===== src/rtl/accumulator_ctrl.sv =====
// -----------------------------------------------------------------------------
// accumulator_ctrl
//
// Sequences the column accumulator bank behind the systolic array for one
// output tile: clears the bank, gates Cal on every valid partial-sum beat
// across num_tiles K-tiles, drains SIZE column results through a valid/ready
// port and finally pulses done back to the scheduler.
//
// Optional feature: define ACC_CTRL_ERR_EN to add a sticky protocol-error
// output (err). Without it, the same events are silently ignored.
//
// Ports
//   clk        in   1             clock, all state on rising edge
//   rst_n      in   1             asynchronous reset, active-low
//   start      in   1             request new tile job (accepted only in IDLE)
//   num_tiles  in   TILE_CNT_W    K-tiles to accumulate (0 treated as 1)
//   ps_valid   in   1             partial-sum beat present on bank inputs
//   cal        out  1             accumulate enable to bank
//   acc_clr    out  1             synchronous clear to bank
//   out_valid  out  1             drain word valid (column = out_col)
//   out_ready  in   1             downstream accepts drain word
//   out_col    out  $clog2(SIZE)  column index being drained
//   busy       out  1             high in every state except IDLE
//   done       out  1             one-cycle pulse after last column accepted
//   err        out  1             sticky protocol error (ACC_CTRL_ERR_EN only)
// -----------------------------------------------------------------------------
module accumulator_ctrl #(
  parameter  int SIZE           = 8,
  parameter  int BEATS_PER_TILE = 8,
  parameter  int TILE_CNT_W     = 8,
  localparam int COL_W          = (SIZE > 1) ? $clog2(SIZE) : 1
) (
  input  logic                  clk,
  input  logic                  rst_n,
  input  logic                  start,
  input  logic [TILE_CNT_W-1:0] num_tiles,
  input  logic                  ps_valid,
  output logic                  cal,
  output logic                  acc_clr,
  output logic                  out_valid,
  input  logic                  out_ready,
  output logic [COL_W-1:0]      out_col,
  output logic                  busy,
  output logic                  done
`ifdef ACC_CTRL_ERR_EN
  ,
  output logic                  err
`endif
);

  localparam int BEAT_W = (BEATS_PER_TILE > 1) ? $clog2(BEATS_PER_TILE) : 1;
  localparam logic [BEAT_W-1:0] BEAT_LAST = BEAT_W'(BEATS_PER_TILE - 1);
  localparam logic [COL_W-1:0]  COL_LAST  = COL_W'(SIZE - 1);

  typedef enum logic [2:0] {
    ST_IDLE,
    ST_CLEAR,
    ST_ACCUM,
    ST_DRAIN,
    ST_DONE
  } state_e;

  state_e                  state_q, state_d;
  logic [TILE_CNT_W-1:0]   tiles_left_q, tiles_left_d;
  logic [BEAT_W-1:0]       beat_cnt_q, beat_cnt_d;
  logic [COL_W-1:0]        col_q, col_d;

  // NOTE: state registers use non-blocking assignments so every flop samples
  // the pre-edge values of the others; blocking here would create ordering races.
  always_ff @(posedge clk or negedge rst_n) begin
    if (!rst_n) begin
      state_q      <= ST_IDLE;
      tiles_left_q <= '0;
      beat_cnt_q   <= '0;
      col_q        <= '0;
    end else begin
      state_q      <= state_d;
      tiles_left_q <= tiles_left_d;
      beat_cnt_q   <= beat_cnt_d;
      col_q        <= col_d;
    end
  end

  // NOTE: every signal written below gets a default first, so no path through
  // the case statement can leave one unassigned and infer a latch.
  always_comb begin
    state_d      = state_q;
    tiles_left_d = tiles_left_q;
    beat_cnt_d   = beat_cnt_q;
    col_d        = col_q;
    cal          = 1'b0;
    acc_clr      = 1'b0;
    out_valid    = 1'b0;
    busy         = 1'b1;
    done         = 1'b0;

    unique case (state_q)
      ST_IDLE: begin
        busy = 1'b0;
        if (start) begin
          tiles_left_d = (num_tiles == '0) ? TILE_CNT_W'(1) : num_tiles;
          beat_cnt_d   = '0;
          col_d        = '0;
          state_d      = ST_CLEAR;
        end
      end

      ST_CLEAR: begin
        acc_clr = 1'b1;
        state_d = ST_ACCUM;
      end

      ST_ACCUM: begin
        // Cal follows the beat in the same cycle as the data on the bank inputs.
        cal = ps_valid;
        if (ps_valid) begin
          if (beat_cnt_q == BEAT_LAST) begin
            beat_cnt_d   = '0;
            tiles_left_d = tiles_left_q - TILE_CNT_W'(1);
            // tiles_left is at least 1 here, so it bottoms out at 0, never wraps.
            if (tiles_left_q == TILE_CNT_W'(1)) state_d = ST_DRAIN;
          end else begin
            beat_cnt_d = beat_cnt_q + BEAT_W'(1);
          end
        end
      end

      ST_DRAIN: begin
        // out_valid/out_col hold while stalled: column only moves on a handshake.
        out_valid = 1'b1;
        if (out_ready) begin
          if (col_q == COL_LAST) state_d = ST_DONE;
          else                   col_d   = col_q + COL_W'(1);
        end
      end

      ST_DONE: begin
        done    = 1'b1;
        col_d   = '0;
        state_d = ST_IDLE;
      end

      default: state_d = ST_IDLE;
    endcase
  end

  assign out_col = col_q;

`ifdef ACC_CTRL_ERR_EN
  logic err_q, err_d, err_event;

  // A beat outside ACCUM or a start while busy is a protocol error. An
  // accepted start clears the flag unless an error event lands on that edge.
  always_comb begin
    err_event = (ps_valid && (state_q != ST_ACCUM)) ||
                (start    && (state_q != ST_IDLE));
    if (err_event)                           err_d = 1'b1;
    else if ((state_q == ST_IDLE) && start)  err_d = 1'b0;
    else                                     err_d = err_q;
  end

  always_ff @(posedge clk or negedge rst_n) begin
    if (!rst_n) err_q <= 1'b0;
    else        err_q <= err_d;
  end

  assign err = err_q;
`endif

endmodule


===== config.mk =====
export PLATFORM = sky130hd
export DESIGN_NAME = accumulator_ctrl
export DESIGN_NICKNAME = d
export VERILOG_FILES = /design/src/rtl/accumulator_ctrl.sv
export SDC_FILE = /design/constraint.sdc
export NUM_CORES = 1
export LEC_CHECK = 0
export ABC_AREA = 1
export ABC_CLOCK_PERIOD_IN_PS = 1460
export CAP_MARGIN = 20
export CORE_MARGIN = 5
export CORE_UTILIZATION = 45
export DETAILED_ROUTE_END_ITERATION = 7
export PLACE_DENSITY = 0.7
export SYNTH_ARGS = -nofsm -noshare
export SYNTH_HDL_FRONTEND = slang
export SYNTH_SLANG_ARGS = --single-unit

===== constraint.sdc =====
create_clock -name clk -period 1.46 [get_ports clk]
set_input_delay 0.146 -clock clk [delete_from_list [all_inputs] [get_ports clk]]
set_output_delay 0.146 -clock clk [all_outputs]
set_load 0.05 [all_outputs]

# Word level (Yosys, flattened, before mapping)
# Index checks and enable logic that the tools add are counted.
totals:
  ff_bits: 17
  input_bits: 13
  output_inout_bits: 8
  word_cells: 53
op_classes:
  n_addsub: 3
  n_eq_ne: 14
  muxes: 24
  n_reduce_logical: 8
op_table:
  columns: ["operator", "count"]
  rows:
  - ["3-bit 2-to-1 mux", 11]
  - ["8-bit 2-to-1 mux", 4]
  - ["8-bit case mux with 2 select lines", 1]
  - ["2-bit != test (second input constant)", 7]
  - ["3-bit case mux with 4 select lines", 1]
  - ["3-bit == test (second input constant)", 3]
  - ["3-bit case mux with 3 select lines", 1]
  - ["8-bit by 1-bit == test with 1-bit output (second input constant)", 1]
  - ["8-bit zero test", 1]
  - ["4-bit AND reduction", 2]
  - ["8-bit by 1-bit subtractor with 8-bit output (second input constant)", 1]
  - ["3-bit by 1-bit adder with 3-bit output (second input constant)", 2]
  - ["3-bit by 2-bit == test with 1-bit output (second input constant)", 2]
  - ["3-bit case mux with 2 select lines", 1]
  - ["6-bit AND reduction", 1]
  - ["1-bit 2-to-1 mux", 5]
  - ["3-bit by 1-bit == test with 1-bit output (second input constant)", 1]
  - ["3-bit zero test", 1]
  - ["3-bit AND reduction", 1]
  - ["3-bit nonzero test", 1]
  - ["2-bit nonzero test", 1]

# Longest topological paths before layout
# Gate-level depths: netlist of the first run.
logic_depth:
  ltp_word: 5
  ltp_mapped: 9
  mapped_depth_nobuf: 9

# Worst setup path after synthesis of the first run
# OpenSTA, ideal clock, no wires.
synth_path:
  kind: "register to output"
  startpoint: "reg state_q[1]"
  endpoint: "out done"
  arrival_ps: 1498
  t_required_ps: 1314
  path_slack_ps: -184
  path_stages_with_launch: 4
  n_path_buf: 1
  path_cell_list: "dfrtp_1 -> buf_2 -> or2_2 -> nor2_1"
synth_via:
  elab_chain_cells: 2
synth_lines:
  columns: ["item", "line", "text"]
  rows:
  - ["start: declaration", "63", "state_e state_q, state_d;"]
  - ["start signal: assignment", "77", "state_q <= state_d;"]
  - ["3-bit == test", "97", "unique case (state_q)"]
  - ["1-bit 2-to-1 mux", "97", null]
  - ["end: declaration", "44", "output logic done"]
# Every way passes these cells.

# Worst setup path in the final report of the first run
# Same ends and word-level chain as after synthesis.

==> flow_summary.toml, run 1 <==
[die]
core_area_um2 = 2522
rows = 18
die_w_um = 61.93
dieArea_um2 = 3835
start_util_pct = 48.12
io_pins = 21
die-height_um = 61.93

[synth]
syn_avg_cell_area_um2 = 7.181
yosys_warnings = 0
synthDominantCellAreaShare_pct = 35.05
mappedNetlistArea_um2 = 1214
synth_top_area_cell = "dfrtp_1"
synth_seq_cells = 17
synth.area.top_cells = "dfrtp_1 35%, nand2_1 16%, nor2_1 7.7%, ha_1 6.2%, nand3_1 4.9%"
synthFlopType = "dfrtp_1"
synthTopCellsByCount = "52 x nand2_1, 25 x nor2_1, 17 x dfrtp_1, 15 x inv_1, 12 x nand3_1"
synth_cell_types = 25
synthesis.instances = 169
synth_edf_count = 0
synthesis.nets = 188
yosysSeqAreaShare_pct = 35.05
async_reset_ff_share_pct = 100.0
synth_most_common_cell = "nand2_1"

[timing]
setup_viol = 1
slew_headroom_pct = 80.30
tightest_slew_ns = 0.2936
min_period_over_period_pct = 100.6
fmax_mhz = 680.7
finClkSkew_ns = 0.004475
fin_crit_ns = 1.469
rsz0062_at_grt = "yes"
maxSlewViolCount = 0
final-hold-violation-count = 0
fin_ws_ns = -0.009146

[pwr]
total_power_w = 0.003801
worst_ir_drop_vdd_uv = 1667
p_per_area_nw_per_um2 = 2237
p_leak_nw = 0.8546

[global_routing]
grt_pass1_wl_mm = 4.761
antenna_found_initial = 0
grt_overflow = 0
grt_use_met2_pct = 28.70
use_met1_pct = 20.79
top_usage_layer = "met2"
grtUsageTotal_pct = 16.69
grt_max_degree = 18
grt_util_met3_pct = 2.479
grt_pass1_vias = 1153

[setup_path]
path_class = "reg2out"
endpoint_kind = "output port"
cp.required_ns = 1.31
arrival_ns = 1.32
crit_fanout = 6
ff2ff_path_depth = 8
cp-start-kind = "register"

[clock_network]
clockRootBuffer = "clkbuf_4"
clkLatencyLatePin_ns = 0.30
cts_sinks = 17
clockBufferDepth = 2
ctsHtreeMaxLevel = 1
clkSlewWorstSetupHoldPaths_ns = 0.11
cts_buffers = 3
cts_tree = "yes"

[worst_hold_path]
hp-class = "in2async"

[cells_and_area]
design_area_um2 = 1699
area_growth_pct = 40.00
antennaDiodeCount = 0
num-fill-cells = 210
final_cells = 237
drive_above_1_share_pct = 28.50
nNetsFinal = 227

[drt]
wl_mm = 2.926
dr.pass1.iters = 4
vias = 1218
detail_route.vias_per_cell = 5.139
ant_nets = 0
drc = 0
drt-wirelength-per-cell_um = 12.35
drt_iter0_drc = 31

[run_status]
violations = "setup timing"
outcome = "finished with violations"

[placed_design]
dpl.hpwl_mm = 2.085
placed_cells = 223
place_area_um2 = 1543
place_congestion = 0.8538
dp_slack_ns = 0.03983
portBuffers = 20

[run]
cap_violations = 0
[metrics by stage]
| stage | TNS (ns) | util (%) | hold slack [ns] |
|---|---|---|---|
| 3_3_place_gp | 0 | 61.16 | 0.4590 |
| 6_report | -0.009146 | 67.36 | 0.1620 |
| 4_1_cts | -0.002311 | 63.49 | 0.1661 |
| 5_1_grt | -0.2236 | 67.36 | 0.1867 |
| 3_5_place_dp | 0 | 61.16 | 0.4682 |
| 2_1_floorplan | 0 | - | -0.1496 |
[worst max-delay path: stages (launching register included)]
cell and delay (ns):
dfrtp_2 0.48, or2_4 0.29, nor2_4 0.11, buf_12 0.14
[flip-flops by register name, indices dropped and copies added, names as in the netlist]
register and flops:
beat_cnt_q 3, out_col 3, state_q 3, tiles_left_q 8
[routing by layer]
metal / vias up / share of wire (%)
met5: - / 0
met4: 0 / 0.92
li1: 617 / -
met3: 5 / 4.1
met2: 30 / 50
met1: 566 / 45
[cell families after synthesis]
kind of cell    after synthesis  synth area share, %
compound gates               16                6.597
fa+ha+maj                     6                6.185
buf+inv                      19                6.803
flops                        17                35.05
simple gates                111                45.36
[placed cells by master (no fill, tap or decap)]
cell type,synthesis,layout
nor3_1,1,1
buf_6,1,2
nand3_4,0,1
nand2_2,4,4
and2_1,1,1
or2_4,0,1
dfrtp_1,17,11
clkbuf_1,0,1
or2_2,3,2
nand2_4,1,2
nand3b_1,2,2
nand3_2,3,2
nand2_1,52,51
inv_2,1,3
nand3b_4,2,2
buf_4,0,16
nor2_1,25,21
nor2_2,1,2
clkdlybuf4s50_1,0,12
o21ai_0,4,4
buf_12,0,6
nor2_8,1,1
ha_2,0,1
nand3_1,12,12
nor2_4,1,4
dfrtp_2,0,6
o21ai_1,11,11
inv_1,15,13
nand4_1,2,2
clkbuf_4,0,3
inv_6,0,1
a21oi_1,1,1
ha_1,6,5
[path summary, 6_finish.rpt]
path | startpoint | slack, ns | to
worst max-delay path | state_q[1]$_DFFE_PN0P_ | -0.009 | done
worst min-delay path | rst_n | 0.16 | state_q[2]$_DFFE_PN0P_
worst max register to register | beat_cnt_q[0]$_DFFE_PN0P_ | 0.08 | tiles_left_q[0]$_DFFE_PN0P_
worst min register to register | beat_cnt_q[0]$_DFFE_PN0P_ | 0.48 | beat_cnt_q[0]$_DFFE_PN0P_
max in group asynchronous | rst_n | 1.08 | tiles_left_q[0]$_DFFE_PN0P_
min in group clk | beat_cnt_q[0]$_DFFE_PN0P_ | 0.48 | beat_cnt_q[0]$_DFFE_PN0P_
[power breakdown]
group	total, W	switching [W]	internal [W]
Sequential	0.000914	0.000237	0.000677
Clock	0.000270	0.000163	0.000107
Combinational	0.00262	0.00148	0.00114
Total	0.00380	0.00188	0.00192
[what timing repair did]
action                                  CTS  global route
endpoints found under the setup margin    4            17
pin swaps                                 1             6
hold buffers                              0             0
buffers inserted                          2             8
gates resized for setup                   7            12
[area by class of cell]
cell class / instances / area, um^2 / share of cell area [%]
Clock buffer: 4 / 26.28 / 1.546
Inverter: 17 / 68.82 / 4.050
Multi-Input combinational cell: 133 / 750.7 / 44.18
Sequential cell: 17 / 432.9 / 25.48
Tap cell: 30 / 37.54 / 2.209
Timing Repair Buffer: 36 / 382.9 / 22.53
Power figures use the tool's default switching activity.
==> run 2, diff against run 1 <==
MAX_ROUTING_LAYER = met4   (was default)
==> run 2 against run 1 <==
  * The flow still finishes with violations (setup timing)
  * Power hardly changed
  * Largest cell class unchanged
  * Sequential power is essentially flat
  * Worst hold slack hardly changed
  * Design area did not move
  * Routed wire length rose by 0.48%
  * Die area is the same
  * Sequential share of layout area unchanged
  * Via count grew 0.99%
  * Register-to-register slack about the same
==> flow_summary.toml, run 2 (synthesis gave the netlist of run 1 again) <==
[run_status]
outcome = "finished with violations"
violations = "setup timing"

[timing]
fin_crit_ns = 1.469
rsz0062_at_grt = "yes"
slew_headroom_pct = 80.25
final-hold-violation-count = 0
min_period_over_period_pct = 100.6
fin_ws_ns = -0.009318
setup_viol = 1
finClkSkew_ns = 0.005760
fmax_mhz = 680.6
maxSlewViolCount = 0
tightest_slew_ns = 0.2942
finalSetupTns_ns = -0.009318

[run]
cap_violations = 0

[pwr]
p_per_area_nw_per_um2 = 2238
total_power_w = 0.003802
p_leak_nw = 0.8546
worst_ir_drop_vdd_uv = 1667

[cells_and_area]
drive_above_1_share_pct = 28.50
nNetsFinal = 227
area_growth_pct = 40.00
largest_reg_flops = 8
antennaDiodeCount = 0
layout_commonest_cell = "nand2_1"
layout_common_cells = "51 x nand2_1, 21 x nor2_1, 16 x buf_4, 13 x inv_1"
num-fill-cells = 210
top_register = "tiles_left_q"

[setup_path]
cp-start-kind = "register"
cp_top_family = "flip-flops"
regToRegEndpoint = "tiles_left_q[0]$_DFFE_PN0P_"
ff2ff_path_depth = 8
endpoint_kind = "output port"
arrival_ns = 1.32
max_stage_delay_ns = 0.48
crit_fanout = 6
regToRegSetupSlack_ns = 0.08
path_class = "reg2out"
path_cells = "or2_4 > nor2_4 > buf_12"
critical_path.slowest_cell = "dfrtp_2"
cp.required_ns = 1.31
critical_path_buf_inv_count = 1
timing.rr.start = "beat_cnt_q[0]$_DFFE_PN0P_"

[placed_design]
dpl.hpwl_mm = 2.085
place_congestion = 0.8674
portBuffers = 20

[die]
start_util_pct = 48.12
core_area_um2 = 2522
die_w_um = 61.93
rows = 18
io_pins = 21
die-height_um = 61.93
dieArea_um2 = 3835

[drt]
ant_nets = 0
detail_route.vias_per_cell = 5.190
vias = 1230
drt_iter0_drc = 38
drt-wirelength-per-cell_um = 12.41
drc = 0
dr.pass1.iters = 4
wl_mm = 2.940

[clock_network]
cts_sinks = 17
cts_buffers = 3
clkLatencyLatePin_ns = 0.30
ctsHtreeMaxLevel = 1
cts_hold_buffers = 0
clkSlewWorstSetupHoldPaths_ns = 0.11
clockBufferDepth = 2
clockRootBuffer = "clkbuf_4"
cts_tree = "yes"

[global_routing]
grt_max_degree = 18
antenna_found_initial = 0
grt_pass1_vias = 1152
grtUsageTotal_pct = 17.20
grt_pass1_wl_mm = 4.767
grt_overflow = 0

[worst_hold_path]
hp-class = "in2async"
## run 2: routing by layer
metal  routed length [um]  vias up  part of all wire (%)  track usage, %
met5                    0        -                     0               -
met4                   36        0                   1.2           6.970
met3                  133        5                   4.5           2.479
met2                 1447       36                    49           28.70
met1                 1322      572                    45           20.79
li1                     -      617                     -               -
## run 2: worst max-delay path by stage
stage,from,end,slack (ns),cells after the start
2_1_floorplan,state_q[2]$_DFFE_PN0P_,acc_clr,0.02,3
3_3_place_gp,beat_cnt_q[0]$_DFFE_PN0P_,tiles_left_q[0]$_DFFE_PN0P_,0.09,8
3_5_place_dp,beat_cnt_q[0]$_DFFE_PN0P_,tiles_left_q[0]$_DFFE_PN0P_,0.04,8
4_1_cts,state_q[0]$_DFFE_PN0P_,cal,-0.002,4
5_1_grt,state_q[1]$_DFFE_PN0P_,done,-0.05,3
6_report,state_q[1]$_DFFE_PN0P_,done,-0.009,3
## run 2: per-stage QoR
step | cell area [um^2] | utilization, % | hold slack (ns) | worst slack, ns | instances
after floorplan | 1221 | - | -0.1496 | 0.01688 | 169
after global placement | 1543 | 61.16 | 0.4590 | 0.08521 | 223
after detailed placement | 1543 | 61.16 | 0.4682 | 0.03983 | 223
after CTS | 1602 | 63.49 | 0.1661 | -0.002311 | 229
after global routing | 1699 | 67.36 | 0.1867 | -0.05176 | 237
final | 1699 | 67.36 | 0.1617 | -0.009318 | 237
## run 2: cell type report
class                   instances  area, um^2  share of cell area (%)
multi-input cells             133       750.7                   44.18
flip-flops and latches         17       432.9                   25.48
repair buffers                 36       382.9                   22.53
inverters                      17       68.82                   4.050
well taps                      30       37.54                   2.209
clock buffers                   4       26.28                   1.546
## run 2: worst register-to-register path: stages, from the launching register on
cell,delay (ns)
dfrtp_1,0.41
ha_2,0.18
ha_1,0.18
inv_2,0.07
nand3_4,0.09
nand3b_4,0.15
inv_6,0.06
nand3_1,0.08
nand2_1,0.05
## run 2: timing repair
action                                  CTS  global route
endpoints found under the setup margin    4            17
gates resized for setup                   7            12
setup buffers                             2             8
endpoints found under the hold margin     0             0
pin swaps                                 1             6
## run 2: power breakdown
part | total [W] | switching [W] | internal, W
Combinational | 0.00262 | 0.00148 | 0.00114
Clock | 0.000269 | 0.000162 | 0.000107
Sequential | 0.000913 | 0.000237 | 0.000677
==> run 3, diff against run 2 <==
CAP_MARGIN = default   (was 20)
CORE_ASPECT_RATIO = 1.25   (was default)
==> run 3 against run 2 <==
  * The flow now finishes without violations
  * Routed wire length is 3.9% lower
  * Flip-flop and latch count stayed put
  * Clock power fell by 5%
  * Non-clock buffer count fell by 5
  * Power is 2.8% lower
  * Die area up 0.18%
  * Combinational power down 3%
  * Design area fell by 2.0%
  * Global-route usage is 0.21 points lower
  * Count of clock-buffer cells in the layout stayed put
==> flow_summary.toml, run 3 (synthesis gave the netlist of run 1 again) <==
[clock_network]
cts_tree = "yes"
clkLatencyLatePin_ns = 0.29
clockBufferDepth = 2
clkSlewWorstSetupHoldPaths_ns = 0.10
cts_sinks = 17
clockRootBuffer = "clkbuf_4"
ctsHtreeMaxLevel = 1
cts_hold_buffers = 0
cts_buffers = 3

[setup_path]
endpoint_kind = "output port"
crit_fanout = 6
path_class = "reg2out"
cp.required_ns = 1.31
arrival_ns = 1.29
cp-start-kind = "register"

[timing]
min_period_over_period_pct = 98.29
setup_viol = 0
tightest_slew_ns = 0.2368
fmax_mhz = 696.8
fin_crit_ns = 1.435
maxSlewViolCount = 0
rsz0062_at_grt = "yes"
slew_headroom_pct = 84.21
final-hold-violation-count = 0
finClkSkew_ns = 0.001239

[global_routing]
grtUsageTotal_pct = 16.99
grt_max_degree = 18
grt_overflow = 0
antenna_found_initial = 0
grt_pass1_vias = 1172
grt_pass1_wl_mm = 4.974

[cells_and_area]
drive_above_1_share_pct = 26.73
area_growth_pct = 37.22
regArea_um2 = 431.7
postLayoutCoreUtil_pct = 63.38
layout_common_cells = "51 x nand2_1, 21 x nor2_1, 13 x inv_1, 13 x buf_4"
largest_reg_flops = 8
layout_commonest_cell = "nand2_1"
design_area_um2 = 1665
antennaDiodeCount = 0
top_register = "tiles_left_q"
multi_input_area_um2 = 767.0
nNetsFinal = 222
num-fill-cells = 244

[die]
start_util_pct = 46.19
io_pins = 21
rows = 21
die_w_um = 56.45
dieArea_um2 = 3842
die-height_um = 68.07
core_area_um2 = 2628

[run]
cap_violations = 0

[drt]
wl_mm = 2.824
drt-wirelength-per-cell_um = 11.97
detail_route.vias_per_cell = 4.890
drt_iter0_drc = 33
vias = 1154
drc = 0
ant_nets = 0
dr.pass1.iters = 4

[pwr]
p_leak_nw = 0.8312
p_per_area_nw_per_um2 = 2219
worst_ir_drop_vdd_uv = 1092

[placed_design]
dpl.hpwl_mm = 2.120
place_congestion = 0.8166
portBuffers = 20
place_area_um2 = 1535

[worst_hold_path]
hp-class = "in2async"

[run_status]
outcome = "finished, final reports clean"
run 3: layer usage:
metal	GRT usage, %	vias to the layer above	part of all wire (%)
li1	-	607	-
met1	17.21	522	41
met2	32.37	23	55
met3	3.019	2	3.8
met4	6.825	0	0.74
met5	-	-	0
run 3: repair_timing:
item	4_1_cts	5_1_grt
gates resized for setup	7	13
setup buffers	3	2
gates cloned	0	0
setup endpoints to repair	5	15
pin swaps	1	8
run 3: worst paths after layout:
kind,startpoint,endpoint,slack (ns),cells after the start
hold / removal,rst_n,beat_cnt_q[2]$_DFFE_PN0P_,0.18,2
min in group clk,beat_cnt_q[0]$_DFFE_PN0P_,beat_cnt_q[0]$_DFFE_PN0P_,0.50,1
setup reg to reg,state_q[0]$_DFFE_PN0P_,tiles_left_q[0]$_DFFE_PN0P_,0.08,7
max in group asynchronous,rst_n,out_col[1]$_DFFE_PN0P_,1.06,2
setup / recovery,state_q[1]$_DFFE_PN0P_,done,0.02,3
hold reg to reg,beat_cnt_q[0]$_DFFE_PN0P_,beat_cnt_q[0]$_DFFE_PN0P_,0.50,1
run 3: through the flow:
step / setup TNS, ns / setup slack, ns / instances / total power [W] / hold WS (ns)
floorplan: 0 / 0.01688 / 169 / 0.002457 / -0.1496
global placement: 0 / 0.06745 / 227 / 0.003095 / 0.4577
detailed placement: 0 / 0.04599 / 227 / 0.003174 / 0.4808
CTS: 0 / 0.002929 / 234 / 0.003548 / 0.1779
global route: -0.09968 / -0.02543 / 236 / 0.004050 / 0.1913
finish: 0 / 0.02490 / 236 / 0.003695 / 0.1832
run 3: area by class of cell:
class | instances | area share (%)
Multi-Input combinational cell | 133 | 46.06
Sequential cell | 17 | 25.92
Timing Repair Buffer | 31 | 19.76
Inverter | 17 | 4.132
Tap cell | 34 | 2.554
Clock buffer | 4 | 1.578
run 3: worst max-delay path: stages (launching register included):
cell and delay [ns]:
dfrtp_2 0.47, or2_4 0.28, nor2_4 0.11, buf_12 0.14
run 3: where the power goes:
| group | switching, W | total [W] | internal [W] | leakage [nW] |
|---|---|---|---|---|
| Sequential | 0.000226 | 0.000900 | 0.000674 | 0.211 |
| Clock | 0.000149 | 0.000255 | 0.000106 | 0.0150 |
| Combinational | 0.00148 | 0.00254 | 0.00106 | 0.606 |
| Total | 0.00186 | 0.00370 | 0.00184 | 0.831 |
